===== config.mk =====
export PLATFORM = sky130hd
export DESIGN_NAME = pipe_hazard_ctrl
export DESIGN_NICKNAME = d
export VERILOG_FILES = /design/src/rtl/pipe_ctrl_pkg.sv /design/src/rtl/perf_counter.sv /design/src/rtl/pipe_hazard_ctrl.sv
export SDC_FILE = /design/constraint.sdc
export NUM_CORES = 1
export LEC_CHECK = 0
export BUFFER_PORTS_ARGS = -buffer_cell sky130_fd_sc_hd__buf_2
export CAP_MARGIN = 20
export CORE_MARGIN = 5
export CORE_UTILIZATION = 52
export CTS_BUF_LIST = sky130_fd_sc_hd__clkbuf_2 sky130_fd_sc_hd__clkbuf_4 sky130_fd_sc_hd__clkbuf_8
export DETAILED_ROUTE_END_ITERATION = 10
export GPL_TIMING_DRIVEN = 0
export PLACE_DENSITY = 0.86
export SYNTH_ARGS = -nofsm -noshare
export SYNTH_HDL_FRONTEND = slang
export SYNTH_SLANG_ARGS = --single-unit
export TNS_END_PERCENT = 20

===== constraint.sdc =====
create_clock -name clk -period 3.2 [get_ports clk]
set_clock_uncertainty 0.05 [all_clocks]
set_input_delay 0.32 -clock clk [delete_from_list [all_inputs] [get_ports clk]]
set_output_delay 0.32 -clock clk [all_outputs]
set_load 0.02 [all_outputs]

===== src/rtl/pipe_ctrl_pkg.sv =====
// Shared types and constants for the 5-stage pipeline hazard/control stage.
package pipe_ctrl_pkg;

   localparam int REG_IDX_W = 5;
   localparam int CNT_W     = 2;

   typedef logic [REG_IDX_W-1:0] reg_idx_t;
   typedef logic [CNT_W-1:0]     lu_cnt_t;

   typedef enum logic {
      RUN      = 1'b0,
      LU_STALL = 1'b1
   } hz_state_t;

   localparam reg_idx_t XZR_IDX_DEFAULT = reg_idx_t'(31);
   localparam lu_cnt_t  CNT_ONE         = lu_cnt_t'(1);

endpackage


===== src/rtl/perf_counter.sv =====
// 32-bit wrapping event counter; advances by one on each clock with en_i high.
module perf_counter (
   input  logic        clk,
   input  logic        reset_n,
   input  logic        en_i,
   output logic [31:0] count_o
);

   logic [31:0] count_q, count_d;

   assign count_d = en_i ? count_q + 32'd1 : count_q;
   assign count_o = count_q;

   always_ff @(posedge clk or negedge reset_n) begin
      if (!reset_n) begin
         count_q <= '0;
      end else begin
         count_q <= count_d;
      end
   end

endmodule


===== src/rtl/pipe_hazard_ctrl.sv =====
// Pipeline control: valid-bit tracking, load-use stall FSM, branch flush, global freeze.
// Define PIPE_HAZARD_PERF_EN to add the stall/flush/retire performance counters.
module pipe_hazard_ctrl
   import pipe_ctrl_pkg::*;
#(
   parameter reg_idx_t XZR_IDX         = XZR_IDX_DEFAULT,
   parameter int       LOAD_USE_CYCLES = 1
) (
   input  logic        clk,
   input  logic        reset_n,
   input  logic        fetch_valid,
   input  reg_idx_t    id_rs1,
   input  reg_idx_t    id_rs2,
   input  logic        id_uses_rs1,
   input  logic        id_uses_rs2,
   input  reg_idx_t    id_rd,
   input  logic        id_is_load,
   input  logic        id_reg_write,
   input  logic        br_taken,
   input  logic        ext_stall,
   output logic        pc_en,
   output logic        ifid_en,
   output logic        ifid_flush,
   output logic        idex_bubble,
   output logic        id_valid,
   output logic        ex_valid,
   output logic        mem_valid,
   output logic        wb_valid,
   output logic        wb_reg_write_en,
   output logic        lu_stall,
`ifdef PIPE_HAZARD_PERF_EN
   output logic [31:0] stall_cycles,
   output logic [31:0] flush_count,
   output logic [31:0] retired,
`endif
   output hz_state_t   dbg_state,
   output lu_cnt_t     dbg_cnt
);

   hz_state_t state_q, state_d;
   lu_cnt_t   cnt_q, cnt_d;

   logic      id_valid_q, ex_valid_q, mem_valid_q, wb_valid_q;
   logic      id_valid_d, ex_valid_d;
   reg_idx_t  ex_rd_q;
   logic      ex_is_load_q, ex_reg_write_q, mem_reg_write_q, wb_reg_write_q;
   logic      hz, lu_active;

   // A load in EX blocks a dependent ID instruction until forwarding can cover it.
   assign hz = ex_valid_q & ex_is_load_q & (ex_rd_q != XZR_IDX) & id_valid_q &
               ((id_uses_rs1 & (id_rs1 == ex_rd_q)) | (id_uses_rs2 & (id_rs2 == ex_rd_q)));
   assign lu_active = (state_q == LU_STALL) | hz;

   always_ff @(posedge clk or negedge reset_n) begin
      if (!reset_n) begin
         state_q <= RUN;
         cnt_q   <= '0;
      end else begin
         state_q <= state_d;
         cnt_q   <= cnt_d;
      end
   end

   always_comb begin
      state_d = state_q;
      cnt_d   = cnt_q;
      if (!ext_stall) begin
         if (br_taken) begin
            state_d = RUN;
            cnt_d   = '0;
         end else begin
            case (state_q)
               RUN: begin
                  if (hz && (LOAD_USE_CYCLES > 1)) begin
                     state_d = LU_STALL;
                     cnt_d   = lu_cnt_t'(LOAD_USE_CYCLES - 1);
                  end
               end
               LU_STALL: begin
                  if (cnt_q == CNT_ONE) begin
                     state_d = RUN;
                     cnt_d   = '0;
                  end else begin
                     cnt_d = cnt_q - CNT_ONE;
                  end
               end
               default: begin
                  state_d = RUN;
                  cnt_d   = '0;
               end
            endcase
         end
      end
   end

   // Priority: reset, then global freeze, then branch flush, then load-use stall.
   always_comb begin
      pc_en       = 1'b1;
      ifid_en     = 1'b1;
      ifid_flush  = 1'b0;
      idex_bubble = 1'b0;
      lu_stall    = 1'b0;
      if (!reset_n || ext_stall) begin
         pc_en   = 1'b0;
         ifid_en = 1'b0;
      end else if (br_taken) begin
         ifid_flush  = 1'b1;
         idex_bubble = 1'b1;
      end else if (lu_active) begin
         pc_en       = 1'b0;
         ifid_en     = 1'b0;
         idex_bubble = 1'b1;
         lu_stall    = 1'b1;
      end
   end

   assign ex_valid_d = idex_bubble ? 1'b0 : id_valid_q;
   assign id_valid_d = ifid_flush ? 1'b0 : (ifid_en ? fetch_valid : id_valid_q);

   always_ff @(posedge clk or negedge reset_n) begin
      if (!reset_n) begin
         id_valid_q      <= 1'b0;
         ex_valid_q      <= 1'b0;
         mem_valid_q     <= 1'b0;
         wb_valid_q      <= 1'b0;
         ex_rd_q         <= '0;
         ex_is_load_q    <= 1'b0;
         ex_reg_write_q  <= 1'b0;
         mem_reg_write_q <= 1'b0;
         wb_reg_write_q  <= 1'b0;
      end else if (!ext_stall) begin
         id_valid_q      <= id_valid_d;
         ex_valid_q      <= ex_valid_d;
         mem_valid_q     <= ex_valid_q;
         wb_valid_q      <= mem_valid_q;
         ex_rd_q         <= id_rd;
         ex_is_load_q    <= id_is_load;
         ex_reg_write_q  <= id_reg_write;
         mem_reg_write_q <= ex_reg_write_q;
         wb_reg_write_q  <= mem_reg_write_q;
      end
   end

   assign id_valid        = id_valid_q;
   assign ex_valid        = ex_valid_q;
   assign mem_valid       = mem_valid_q;
   assign wb_valid        = wb_valid_q;
   assign wb_reg_write_en = wb_valid_q & wb_reg_write_q;
   assign dbg_state       = state_q;
   assign dbg_cnt         = cnt_q;

`ifdef PIPE_HAZARD_PERF_EN
   perf_counter u_stall_cnt (
      .clk     (clk),
      .reset_n (reset_n),
      .en_i    (lu_stall & ~ext_stall),
      .count_o (stall_cycles)
   );

   perf_counter u_flush_cnt (
      .clk     (clk),
      .reset_n (reset_n),
      .en_i    (br_taken & ~ext_stall),
      .count_o (flush_count)
   );

   perf_counter u_retire_cnt (
      .clk     (clk),
      .reset_n (reset_n),
      .en_i    (wb_valid_q & ~ext_stall),
      .count_o (retired)
   );
`endif

endmodule


==> impl_metrics.env <==
export IMPL_status="completed"
export IMPL_pwr_share_seq_pct=49.5
export IMPL_ys_ff_latch=16
export IMPL_finalCritPeriodShare_pct=75.6
export IMPL_synth_warnings=0
export IMPL_p_comb_share_pct=24.2
export IMPL_core_um2=1540
export IMPL_clock_root_buffer="clkbuf_4"
export IMPL_ant_nets=0
export IMPL_clkSinkCount=16
export IMPL_io_pins=37
export IMPL_hold_viol_final=0
export IMPL_netlist_instances=79
export IMPL_internal_power_w=0.000355
export IMPL_via_per_inst=5.44
export IMPL_diodes=0
export IMPL_place_gp_congestion=0.802
export IMPL_synth_xor_area_share_pct=10.0
export IMPL_cts_reportedPaths_clkPinSlew_ps=90
export IMPL_rows=14
export IMPL_min_path_type="input pin to flop"
export IMPL_seqCellArea_um2=400
export IMPL_drc=0
export IMPL_synth_top_area_share_pct=45.8
export IMPL_critPathArrivalTime_ps=2050
export IMPL_wl_per_cell_um=14.4
export IMPL_finish_utilization_pct=72.0
export IMPL_synthSimpleGateAreaFrac_pct=14.8
export IMPL_cap_violations=0
export IMPL_drive_above_1_share_pct=46.6
export IMPL_synth_mux_area_share_pct=14.2
export IMPL_antenna_found_initial=0
export IMPL_finalNetCount=144
export IMPL_clkPwrFrac_pct=26.3
export IMPL_grt_total_usage_pct=15.8
export IMPL_synth_most_common_cell="dfrtp_1"
export IMPL_dieHeight_um=51.0
export IMPL_slew_headroom_pct=66.7
export IMPL_die_area_um2=2600
export IMPL_ys_top_cells_by_area="dfrtp_1, mux2_2, xor2_1"
export IMPL_synth_common_cells="dfrtp_1, mux2_2, xor2_1, nor2_1"
export IMPL_grt_pass1_vias=780
export IMPL_numCtsBuffers=3
export IMPL_fp_dieW_um=51.0
export IMPL_synth_ff_type="dfrtp_1"
export IMPL_io_buffers=34
export IMPL_rsz0062_at_grt="no"
export IMPL_max_clock_path_buffers=2
export IMPL_synth_top_family_by_area="simple AND/OR/NAND/NOR gates"
export IMPL_grt_pass1_wl_um=3220
export IMPL_syn_avg_cell_area_um2=11.1
export IMPL_p_leak_nw=0.580
export IMPL_async_flop_share_pct=100
export IMPL_synth_compound_area_share_pct=9.03
export IMPL_finalSetupTns_ps=0
export IMPL_required_ps=2830
export IMPL_yosys_cell_types_count=29
export IMPL_worstMarginPinSlew_ps=500
export IMPL_synth_top_area_cell="dfrtp_1"
export IMPL_startpoint_type="flop"
export IMPL_multi_input_area_um2=432
export IMPL_fmax_mhz=413
export IMPL_first_pass_iters=4
export IMPL_p_sw_share_pct=28.9
export IMPL_initial_core_util_pct=56.7
export IMPL_dp_hpwl_um=1540
export IMPL_cts_resized=0
export IMPL_clk_latency_ps=280
export IMPL_grt_overflow=0
export IMPL_yosysSeqAreaShare_pct=45.8
export IMPL_synth_adder_area_share_pct=1.43
export IMPL_tritoncts="yes"
export IMPL_period_minus_slack_ps=2420
export IMPL_critPathMaxFanout=4
export IMPL_power_density_nw_per_um2=450
export IMPL_dr_first_iter_drc_count=2
export IMPL_synth_edf_count=0
export IMPL_synth_fp_nets=104
export IMPL_p_sw_w=0.000144
export IMPL_vias=729
export IMPL_drt_wl_total_um=1940
export IMPL_report_final_setup_viol=0
export IMPL_grt_start_max_net_pins=20
export IMPL_synth_area_um2=873
export IMPL_fillerInstances=135
export IMPL_ir_worst_vdd_uv=391
export IMPL_worst_setup_path_end_kind="output port"
export IMPL_path_class="flop to output port"
export IMPL_h_tree_depth=1
export IMPL_area_growth_pct=27.1
export IMPL_drv_slew=0
==> path summary, 6_finish.rpt <==
check	startpoint	cells past startpoint	to	slack, ps
min in group asynchronous	reset_n	2	ex_rd_q[0]$_DFFE_PN0N_	440
min reg2reg	ex_reg_write_q$_DFFE_PN0N_	1	mem_reg_write_q$_DFFE_PN0N_	460
min	id_rd[2]	2	ex_rd_q[2]$_DFFE_PN0N_	210
max	ex_rd_q[3]$_DFFE_PN0N_	7	pc_en	780
max reg2reg	ex_rd_q[3]$_DFFE_PN0N_	5	ex_valid$_DFFE_PN0N_	1510
max in group asynchronous	reset_n	2	dbg_state$_DFFE_PN0N_	2390
==> what timing repair did <==
action / 4_1_cts / 5_1_grt
hold buffers: 1 / 0
endpoints found under the hold margin: 16 / 0
setup buffers: 0 / 0
==> flip-flops by register name, summed over array words and instances, names as in the netlist <==
signal	count
ex_reg_write_q	1
dbg_cnt	2
wb_valid	1
dbg_state	1
mem_reg_write_q	1
ex_valid	1
id_valid	1
mem_valid	1
ex_is_load_q	1
wb_reg_write_q	1
ex_rd_q	5
==> power by group through the flow <==
stage               Sequential (W)  Clock, W  Combinational, W
floorplan                 0.000261         0         0.0000645
global placement          0.000250         0          0.000116
detailed placement        0.000252         0          0.000121
CTS                       0.000247  0.000136          0.000122
global route              0.000252  0.000142          0.000133
finish                    0.000247  0.000131          0.000121
==> layout make-up <==
cell class / count / area share [%]
timing repair buffer: 35 / 16.2
sequential: 16 / 36.1
buffer: 4 / 2.71
multi-input combinational: 56 / 38.9
tap: 16 / 1.80
inverter: 3 / 1.01
clock buffer: 4 / 3.27
==> cells in the final DEF (no fill, tap or decap), types with 2 or more instances in the layout <==
cell type and count:
a31oi_1 2, buf_4 2, nor4_1 2, xnor2_1 2
nor3b_1 2, nor2_1 7, clkbuf_4 3, and3_1 2
nand2_1 3, buf_2 34, xor2_1 8, dfrtp_1 16
mux2_2 11, inv_1 3, o21ai_0 2, a21oi_1 2
==> metrics by stage <==
step	worst slack (ps)	std cells	power [W]	hold slack (ps)	cell area, um^2
6_report	780	134	0.000499	212	1110
5_1_grt	542	134	0.000527	207	1110
4_1_cts	744	134	0.000506	204	1110
3_5_place_dp	1060	129	0.000372	211	1060
3_3_place_gp	1190	129	0.000366	208	1060
2_1_floorplan	1060	79	0.000325	-25.6	873
==> critical path, stage by stage, from the launching register on <==
cell     delay (ps)
dfrtp_1         440
xor2_1          180
nor4_1          310
a32oi_1         180
nor3b_1         280
nor3_1          100
buf_4           140
buf_2           150
==> cell families (layout without fill, tap and decap cells) <==
group	Yosys count	after routing
AOI/OAI and AO/OA	11	11
xor gates and xnor gates	10	10
adders and majority gates	1	1
buffers and inverters	7	46
DFF	16	16
muxes	11	11
and+or+nand+nor	23	23
==> metal layers <==
layer  vias to the layer above  track usage, %  share of wire (%)
met5                         -               0                  0
met4                         0            5.11                1.2
met3                         4            2.03                6.8
met2                        23            30.6                 54
met1                       346            17.3                 38
li1                        356               -                  -
No activity file was read; power rests on OpenSTA's default activity.
